===== config.mk =====
export PLATFORM = sky130hd
export DESIGN_NAME = platform_contact_scanner_flat
export DESIGN_NICKNAME = d
export VERILOG_FILES = /design/src/rtl/platform_contact_scanner_pkg.sv /design/src/rtl/platform_contact_scanner_if.sv /design/src/rtl/platform_contact_scanner_table.sv /design/src/rtl/platform_contact_scanner.sv /design/src/flat_wrapper.sv
export SDC_FILE = /design/constraint.sdc
export NUM_CORES = 1
export LEC_CHECK = 0
export CAP_MARGIN = 20
export CELL_PAD_IN_SITES_DETAIL_PLACEMENT = 1
export CELL_PAD_IN_SITES_GLOBAL_PLACEMENT = 2
export CORE_MARGIN = 8
export CORE_UTILIZATION = 39
export DETAILED_ROUTE_END_ITERATION = 6
export PLACE_DENSITY = 0.8
export SLEW_MARGIN = 20
export SYNTH_ARGS = -nofsm -noshare
export SYNTH_HDL_FRONTEND = slang
export SYNTH_SLANG_ARGS = --single-unit

===== constraint.sdc =====
create_clock -name clk -period 3.3 [get_ports clk]
set_clock_uncertainty 0.1 [all_clocks]
set_input_delay 0.495 -clock clk [delete_from_list [all_inputs] [get_ports clk]]
set_output_delay 0.495 -clock clk [all_outputs]
set_load 0.02 [all_outputs]

===== src/rtl/platform_contact_scanner_pkg.sv =====
// Shared types for the platform contact scanner: FSM encoding, descriptor
// layout and the default stage level used by the level loader.
package platform_pkg;

  typedef enum logic [1:0] {
    ST_IDLE = 2'd0,
    ST_SCAN = 2'd1,
    ST_DONE = 2'd2
  } scan_state_e;

  localparam int LVL_CW       = 10;
  localparam int LVL_NUM_PLAT = 6;
  localparam int LVL_FLOOR_Y  = 464;

  // Field order matches the register file entries: en, y, x_lo, x_hi.
  typedef struct packed {
    logic              en;
    logic [LVL_CW-1:0] y;
    logic [LVL_CW-1:0] x_lo;
    logic [LVL_CW-1:0] x_hi;
  } plat_desc_t;

  function automatic plat_desc_t mk_desc(input int y, input int lo, input int hi);
    mk_desc.en   = 1'b1;
    mk_desc.y    = LVL_CW'(y);
    mk_desc.x_lo = LVL_CW'(lo);
    mk_desc.x_hi = LVL_CW'(hi);
  endfunction

  localparam plat_desc_t [LVL_NUM_PLAT-1:0] LVL_PLAT = {
    mk_desc(176, 384, 576), mk_desc(176,  64, 256),
    mk_desc(272, 320, 480), mk_desc(272, 160, 320),
    mk_desc(368, 480, 640), mk_desc(368,   0, 160)
  };

endpackage


===== src/rtl/platform_contact_scanner_if.sv =====
// Config/request/result bundle between motion controller, level loader and scanner.
interface platform_contact_scanner_if #(
  parameter int COORD_W = 10,
  parameter int IDX_W   = 3
);
  logic               cfg_we;
  logic [IDX_W-1:0]   cfg_idx;
  logic               cfg_en;
  logic [COORD_W-1:0] cfg_y;
  logic [COORD_W-1:0] cfg_x_lo;
  logic [COORD_W-1:0] cfg_x_hi;
  logic               start;
  logic [COORD_W-1:0] jojo_x;
  logic [COORD_W-1:0] jojo_y;
  logic               jumping_up;
  logic               busy;
  logic               done;
  logic               grounded;
  logic               hit_floor;
  logic [IDX_W-1:0]   plat_idx;
  logic [COORD_W-1:0] snap_y;

  modport master (
    output cfg_we, cfg_idx, cfg_en, cfg_y, cfg_x_lo, cfg_x_hi,
    output start, jojo_x, jojo_y, jumping_up,
    input  busy, done, grounded, hit_floor, plat_idx, snap_y
  );

  modport slave (
    input  cfg_we, cfg_idx, cfg_en, cfg_y, cfg_x_lo, cfg_x_hi,
    input  start, jojo_x, jojo_y, jumping_up,
    output busy, done, grounded, hit_floor, plat_idx, snap_y
  );
endinterface


===== src/rtl/platform_contact_scanner_table.sv =====
// Platform descriptor register file: one sync write port, one async read port.
module platform_table #(
  parameter int COORD_W  = 10,
  parameter int NUM_PLAT = 8,
  parameter int IDX_W    = 3
) (
  input  logic               clk,
  input  logic               reset_n,
  input  logic               we,
  input  logic [IDX_W-1:0]   wr_idx,
  input  logic               wr_en,
  input  logic [COORD_W-1:0] wr_y,
  input  logic [COORD_W-1:0] wr_x_lo,
  input  logic [COORD_W-1:0] wr_x_hi,
  input  logic [IDX_W-1:0]   rd_idx,
  output logic               rd_en,
  output logic [COORD_W-1:0] rd_y,
  output logic [COORD_W-1:0] rd_x_lo,
  output logic [COORD_W-1:0] rd_x_hi
);
  typedef struct packed {
    logic               en;
    logic [COORD_W-1:0] y;
    logic [COORD_W-1:0] x_lo;
    logic [COORD_W-1:0] x_hi;
  } desc_t;

  desc_t tab_q [NUM_PLAT];

  for (genvar g = 0; g < NUM_PLAT; g++) begin : g_ent
    always_ff @(posedge clk or negedge reset_n) begin
      if (!reset_n)
        tab_q[g] <= '0;
      else if (we && wr_idx == IDX_W'(g))
        tab_q[g] <= '{en: wr_en, y: wr_y, x_lo: wr_x_lo, x_hi: wr_x_hi};
    end
  end

  assign rd_en   = tab_q[rd_idx].en;
  assign rd_y    = tab_q[rd_idx].y;
  assign rd_x_lo = tab_q[rd_idx].x_lo;
  assign rd_x_hi = tab_q[rd_idx].x_hi;
endmodule


===== src/rtl/platform_contact_scanner.sv =====
// Per-frame ground test: walks the platform table once per start and
// reports the lowest-index supporting platform, the floor, or airborne.
module platform_contact_scanner
  import platform_pkg::*;
#(
  parameter int COORD_W  = 10,
  parameter int NUM_PLAT = 8,
  parameter int IDX_W    = 3,
  parameter int SPRITE_H = 64,
  parameter int FLOOR_Y  = 464,
  parameter int SNAP_TOL = 0
) (
  input logic                  clk,
  input logic                  reset_n,
  platform_contact_scanner_if.slave bus
);
  localparam int                 FEET_W     = COORD_W + 1;
  localparam logic [FEET_W-1:0]  FLOOR_FEET = FEET_W'(FLOOR_Y);
  localparam logic [COORD_W-1:0] FLOOR_SNAP = COORD_W'(FLOOR_Y - SPRITE_H);
  localparam logic [COORD_W-1:0] TOL        = COORD_W'(SNAP_TOL);
  localparam logic [IDX_W-1:0]   LAST_IDX   = IDX_W'(NUM_PLAT - 1);

  scan_state_e        state_q, state_d;
  logic [IDX_W-1:0]   cnt_q, cnt_d;
  logic [COORD_W-1:0] x_q, x_d, y_q, y_d;
  logic [FEET_W-1:0]  feet_q, feet_d;
  logic               jump_q, jump_d;
  logic               mvld_q, mvld_d;
  logic [IDX_W-1:0]   midx_q, midx_d;
  logic [COORD_W-1:0] my_q, my_d;
  logic               done_q, done_d, grnd_q, grnd_d, flr_q, flr_d;
  logic [IDX_W-1:0]   pidx_q, pidx_d;
  logic [COORD_W-1:0] snap_q, snap_d;

  logic               rd_en, hit;
  logic [COORD_W-1:0] rd_y, rd_x_lo, rd_x_hi, y_lo;

  platform_table #(.COORD_W(COORD_W), .NUM_PLAT(NUM_PLAT), .IDX_W(IDX_W)) u_tab (
    .clk(clk), .reset_n(reset_n),
    .we(bus.cfg_we), .wr_idx(bus.cfg_idx), .wr_en(bus.cfg_en),
    .wr_y(bus.cfg_y), .wr_x_lo(bus.cfg_x_lo), .wr_x_hi(bus.cfg_x_hi),
    .rd_idx(cnt_q), .rd_en(rd_en), .rd_y(rd_y), .rd_x_lo(rd_x_lo), .rd_x_hi(rd_x_hi)
  );

  // Landing window [y - TOL, y], lower bound clamped at 0.
  assign y_lo = (rd_y >= TOL) ? rd_y - TOL : '0;
  assign hit  = rd_en && (x_q >= rd_x_lo) && (x_q < rd_x_hi) &&
                (feet_q >= {1'b0, y_lo}) && (feet_q <= {1'b0, rd_y});

  always_comb begin
    state_d = state_q; cnt_d = cnt_q;
    x_d = x_q; y_d = y_q; feet_d = feet_q; jump_d = jump_q;
    mvld_d = mvld_q; midx_d = midx_q; my_d = my_q;
    done_d = 1'b0; grnd_d = grnd_q; flr_d = flr_q; pidx_d = pidx_q; snap_d = snap_q;
    unique case (state_q)
      ST_IDLE: if (bus.start) begin
        x_d     = bus.jojo_x;
        y_d     = bus.jojo_y;
        jump_d  = bus.jumping_up;
        feet_d  = {1'b0, bus.jojo_y} + FEET_W'(SPRITE_H);
        mvld_d  = 1'b0;
        cnt_d   = '0;
        state_d = bus.jumping_up ? ST_DONE : ST_SCAN;
      end
      ST_SCAN: begin
        if (hit && !mvld_q) begin
          mvld_d = 1'b1;
          midx_d = cnt_q;
          my_d   = rd_y;
        end
        if (cnt_q == LAST_IDX) state_d = ST_DONE;
        else                   cnt_d   = cnt_q + 1'b1;
      end
      ST_DONE: begin
        done_d = 1'b1;
        grnd_d = 1'b0; flr_d = 1'b0; pidx_d = '0; snap_d = y_q;
        if (jump_q) begin
          grnd_d = 1'b0;
        end else if (mvld_q) begin
          grnd_d = 1'b1; pidx_d = midx_q; snap_d = my_q - COORD_W'(SPRITE_H);
        end else if (feet_q >= FLOOR_FEET) begin
          grnd_d = 1'b1; flr_d = 1'b1; snap_d = FLOOR_SNAP;
        end
        state_d = ST_IDLE;
      end
      default: state_d = ST_IDLE;
    endcase
  end

  always_ff @(posedge clk or negedge reset_n) begin
    if (!reset_n) begin
      state_q <= ST_IDLE; cnt_q <= '0;
      x_q <= '0; y_q <= '0; feet_q <= '0; jump_q <= 1'b0;
      mvld_q <= 1'b0; midx_q <= '0; my_q <= '0;
      done_q <= 1'b0; grnd_q <= 1'b1; flr_q <= 1'b1; pidx_q <= '0; snap_q <= FLOOR_SNAP;
    end else begin
      state_q <= state_d; cnt_q <= cnt_d;
      x_q <= x_d; y_q <= y_d; feet_q <= feet_d; jump_q <= jump_d;
      mvld_q <= mvld_d; midx_q <= midx_d; my_q <= my_d;
      done_q <= done_d; grnd_q <= grnd_d; flr_q <= flr_d; pidx_q <= pidx_d; snap_q <= snap_d;
    end
  end

  assign bus.busy      = (state_q != ST_IDLE);
  assign bus.done      = done_q;
  assign bus.grounded  = grnd_q;
  assign bus.hit_floor = flr_q;
  assign bus.plat_idx  = pidx_q;
  assign bus.snap_y    = snap_q;
endmodule


===== src/flat_wrapper.sv =====
// flat-port wrapper written by rule: the top's interface ports become plain ports
module platform_contact_scanner_flat import platform_pkg::*;
#(
  parameter int COORD_W  = 10,
  parameter int NUM_PLAT = 8,
  parameter int IDX_W    = 3,
  parameter int SPRITE_H = 64,
  parameter int FLOOR_Y  = 464,
  parameter int SNAP_TOL = 0
)
  (clk, reset_n, bus_cfg_we, bus_cfg_idx, bus_cfg_en, bus_cfg_y, bus_cfg_x_lo, bus_cfg_x_hi, bus_start, bus_jojo_x, bus_jojo_y, bus_jumping_up, bus_busy, bus_done, bus_grounded, bus_hit_floor, bus_plat_idx, bus_snap_y);
  platform_contact_scanner_if #(.COORD_W(COORD_W), .IDX_W(IDX_W)) bus_i ();
  input logic clk;
  input logic reset_n;
  input wire logic [$bits(bus_i.cfg_we)-1:0] bus_cfg_we;
  input wire logic [$bits(bus_i.cfg_idx)-1:0] bus_cfg_idx;
  input wire logic [$bits(bus_i.cfg_en)-1:0] bus_cfg_en;
  input wire logic [$bits(bus_i.cfg_y)-1:0] bus_cfg_y;
  input wire logic [$bits(bus_i.cfg_x_lo)-1:0] bus_cfg_x_lo;
  input wire logic [$bits(bus_i.cfg_x_hi)-1:0] bus_cfg_x_hi;
  input wire logic [$bits(bus_i.start)-1:0] bus_start;
  input wire logic [$bits(bus_i.jojo_x)-1:0] bus_jojo_x;
  input wire logic [$bits(bus_i.jojo_y)-1:0] bus_jojo_y;
  input wire logic [$bits(bus_i.jumping_up)-1:0] bus_jumping_up;
  output wire logic [$bits(bus_i.busy)-1:0] bus_busy;
  output wire logic [$bits(bus_i.done)-1:0] bus_done;
  output wire logic [$bits(bus_i.grounded)-1:0] bus_grounded;
  output wire logic [$bits(bus_i.hit_floor)-1:0] bus_hit_floor;
  output wire logic [$bits(bus_i.plat_idx)-1:0] bus_plat_idx;
  output wire logic [$bits(bus_i.snap_y)-1:0] bus_snap_y;
  assign bus_i.cfg_we = bus_cfg_we;
  assign bus_i.cfg_idx = bus_cfg_idx;
  assign bus_i.cfg_en = bus_cfg_en;
  assign bus_i.cfg_y = bus_cfg_y;
  assign bus_i.cfg_x_lo = bus_cfg_x_lo;
  assign bus_i.cfg_x_hi = bus_cfg_x_hi;
  assign bus_i.start = bus_start;
  assign bus_i.jojo_x = bus_jojo_x;
  assign bus_i.jojo_y = bus_jojo_y;
  assign bus_i.jumping_up = bus_jumping_up;
  assign bus_busy = bus_i.busy;
  assign bus_done = bus_i.done;
  assign bus_grounded = bus_i.grounded;
  assign bus_hit_floor = bus_i.hit_floor;
  assign bus_plat_idx = bus_i.plat_idx;
  assign bus_snap_y = bus_i.snap_y;
  platform_contact_scanner #(.COORD_W(COORD_W), .NUM_PLAT(NUM_PLAT), .IDX_W(IDX_W), .SPRITE_H(SPRITE_H), .FLOOR_Y(FLOOR_Y), .SNAP_TOL(SNAP_TOL)) u_core (.clk(clk), .reset_n(reset_n), .bus(bus_i));
endmodule

==> results.cfg <==
[floorplanning]
core_mm2 = 0.0356
design.die.area_mm2 = 0.0425
io_pins = 76
die_x_um = 206
rows = 69
initial_utilization_pct = 39.6
dieHeight_um = 206

[global_route]
grt_pass1_wl_um = 57400
grt_overflow = 0
grt_max_degree = 89
grt_pass1_vias = 9669
antenna_found_initial = 2
grt_util_all_layers_pct = 17.4

[final_layout]
multi_input_area_mm2 = 0.00622
fin_cells = 1586
fin_area_mm2 = 0.0175
nets = 1190
layout-drive-gt1-share_pct = 43.8
syn2layout_area_growth_pct = 24.4
seq_area_mm2 = 0.00774
n_fill_cell = 3453

[clock_tree]
clockBufferDepth = 3
numCtsBuffers = 36
cts.sink_count = 309
clk_pin_slew_worst_paths_ns = 0.06
cts-root-buf = clkbuf_16
cts_max_level = 2
clk_latency_ns = 0.51
cts_tree = yes

[detailed_routing]
ant_nets = 0
num_vias = 8514
drt_iter0_drc = 371
drt_wl_total_um = 35900
avgViaCountPerCell = 5.37
drt_first_pass_iters = 6
drc_errors = 0
wire_per_inst_um = 22.6

[pwr]
p_sw_share_pct = 30.1
power_frac_seq_pct = 36.5
cellLeakagePower_nw = 7.45
powerDensity_mw_per_mm2 = 838
p_total_mw = 14.7
ir_worst_vdd_mv = 0.398
combPwrFrac_pct = 35.6
pwr-share-clk_pct = 27.9
switching_power_mw = 4.42
p_int_mw = 10.3

[hold_path]
hold_class = flip-flop to flip-flop
hold_path_depth = 2

[status]
violations = negative setup slack
status = finished with violations

[timing]
fmax_ghz = 0.297
fin_crit_sh_pct = 102
fin_ws_ns = -0.0668
min_period_ns = 3.37
worst-slew-pin-transition_ns = 0.812
tns_ns = -0.485
final-max-slew-violation-count = 0
hold_viol = 0
finalSetupViolations = 13
slew_headroom_pct = 45.8
rsz0062_at_grt = yes

[worst_setup_path]
ff2ff_path_depth = 12
path_max_fanout = 7
path_cells = buf_12 > buf_4 > mux4_2 > mux2i_2 > ha_1 > nand4_1 > nor3_2 > a2111oi_4 > o2111ai_2 > nor3_4 > buf_12 > mux2_4
slowest_delay_ns = 0.52
worstPathRequired_ns = 3.59
critPathLaunchType = flip-flop
crit_arrival_ns = 3.66
end_kind = flip-flop
cpMostUsedCell = buf_12
path_class = flip-flop to flip-flop
cp.depth = 12
path_buf_inv = 3
cp_top_family = multiplexers
reg2reg_slack_ns = -0.07
cp_slowest_cell = dfrtp_4

[synth]
yosysSeqAreaShare_pct = 54.9
ys_types = 41
synth_warnings = 0
syn_avg_cell_area_um2 = 14.7
ys_ff_latch = 309
syn_area_mm2 = 0.0141
synth_edf_count = 0
async_flop_share_pct = 100
ys.flop_type = dfrtp_1
synth_nets = 1050
syn_inst = 958

[placement]
place_area_mm2 = 0.0159
port_buffers = 75
hpwl_um = 22600
gp_congestion = 0.737
placed_cells = 1500

[flow_run]
cap_violations = 0
[final cells by class]
| type | count | share of cell area [%] |
|---|---|---|
| multi-input cells | 581 | 35.5 |
| diodes | 1 | 0.0143 |
| flip-flops and latches | 309 | 44.2 |
| inverters | 13 | 0.278 |
| clock inverters | 10 | 0.714 |
| well taps | 461 | 3.29 |
| repair buffers | 157 | 9.65 |
| clock buffers | 54 | 6.39 |
[cells in the mapped netlist, types with 5 or more instances]
cell type	n	share of area, %
clkbuf_1	29	0.77
a21oi_1	8	0.28
inv_1	13	0.35
mux4_2	60	9.6
dfrtp_1	304	54
mux2i_1	36	2.6
buf_2	8	0.28
a22o_1	8	0.50
nand3_1	11	0.39
nor2_1	21	0.56
o21ai_0	11	0.39
a31oi_1	9	0.40
buf_1	16	0.43
ha_1	33	2.9
mux2_2	257	21
dfstp_2	5	0.93
nand2_1	83	2.2
[power by group through the flow]
stage / Sequential [mW] / Clock [mW] / Combinational, mW
finish: 5.36 / 4.10 / 5.23
global route: 5.48 / 4.36 / 5.69
CTS: 5.37 / 4.21 / 5.19
detailed placement: 5.44 / 0 / 4.63
global placement: 5.38 / 0 / 4.49
floorplan: 5.22 / 0 / 2.96
[worst paths after layout]
kind	startpoint	end
worst max-delay path	u_core.cnt_q[0]$_DFFE_PN0P_	u_core.midx_q[0]$_DFFE_PN0P_
worst min-delay path	u_core.bus.snap_y[4]$_DFFE_PN1P_	u_core.bus.snap_y[4]$_DFFE_PN1P_
worst max register to register	u_core.cnt_q[0]$_DFFE_PN0P_	u_core.midx_q[0]$_DFFE_PN0P_
worst min register to register	u_core.bus.snap_y[4]$_DFFE_PN1P_	u_core.bus.snap_y[4]$_DFFE_PN1P_
max in group asynchronous	reset_n	u_core.u_tab.tab_q[43]$_DFFE_PN0P_
min in group asynchronous	reset_n	u_core.u_tab.tab_q[208]$_DFFE_PN0P_
[kinds of logic (layout without fill, tap and decap cells)]
group                      count (synthesis)  after routing  share of synthesized area (%)
muxes                                    355            355                           33.0
adders and majority gates                 33             33                           2.93
other                                      0              1                              0
xor gates and xnor gates                   4              4                          0.249
DFF                                      309            309                           54.9
and+or+nand+nor                          139            139                           4.41
buffers and inverters                     68            234                           2.04
AOI/OAI and AO/OA                         50             50                           2.43
[stage by stage]
stage / setup slack, ns / hold slack (ns) / utilization (%)
2_1_floorplan: 0.0129 / 0.0994 / -
4_1_cts: -0.0919 / 0.379 / 49.0
3_5_place_dp: -0.302 / 0.370 / 44.6
6_report: -0.0668 / 0.378 / 49.3
5_1_grt: -0.173 / 0.384 / 49.3
3_3_place_gp: -0.255 / 0.360 / 44.6
[cells in the final DEF, fill, tap and decap left out, types with 10 or more instances in the layout]
cell and instances:
buf_4 55, mux2_2 251, clkbuf_16 38, buf_12 19
nor2_1 21, mux4_2 60, nand3_1 10, clkbuf_8 13
ha_1 31, nand2_1 81, dfrtp_1 301, clkdlybuf4s50_1 74
mux2i_1 29, inv_1 13
[worst min-delay path, delay by kind of cell, from the launching register on]
kind             cells  cell delay, ns
AO/OA/AOI/OAI        1            0.06
AND/OR/NAND/NOR      1            0.04
flip-flops           1            0.36
[per-layer routing]
metal  vias to the layer above  track usage, %  part of all wire (%)
li1                       3780               -                     -
met1                      4529            23.4                    44
met2                       145            28.4                    49
met3                        56            3.45                   5.0
met4                         4            4.77                   2.3
met5                         -               0                 0.056
[state kept, by name, indices dropped and copies added (netlist names)]
signal / count
u_core.mvld_q: 1
u_core.feet_q: 11
u_core.jump_q: 1
u_core.bus.done: 1
u_core.state_q: 2
u_core.y_q: 4
u_core.bus.plat_idx: 3
u_core.bus.hit_floor: 1
u_core.my_q: 10
u_core.bus.snap_y: 10
u_core.u_tab.tab_q: 248
u_core.cnt_q: 3
u_core.midx_q: 3
u_core.bus.grounded: 1
u_core.x_q: 10
[repair_timing]
action,4_1_cts,5_1_grt
buffers inserted,16,4
resized for setup,26,9
hold buffers,1,0
pin swaps,12,8
gates cloned,1,1
hold endpoints to repair,82,0
setup endpoints to repair,14,14
No activity file was read; power rests on OpenSTA's default activity.
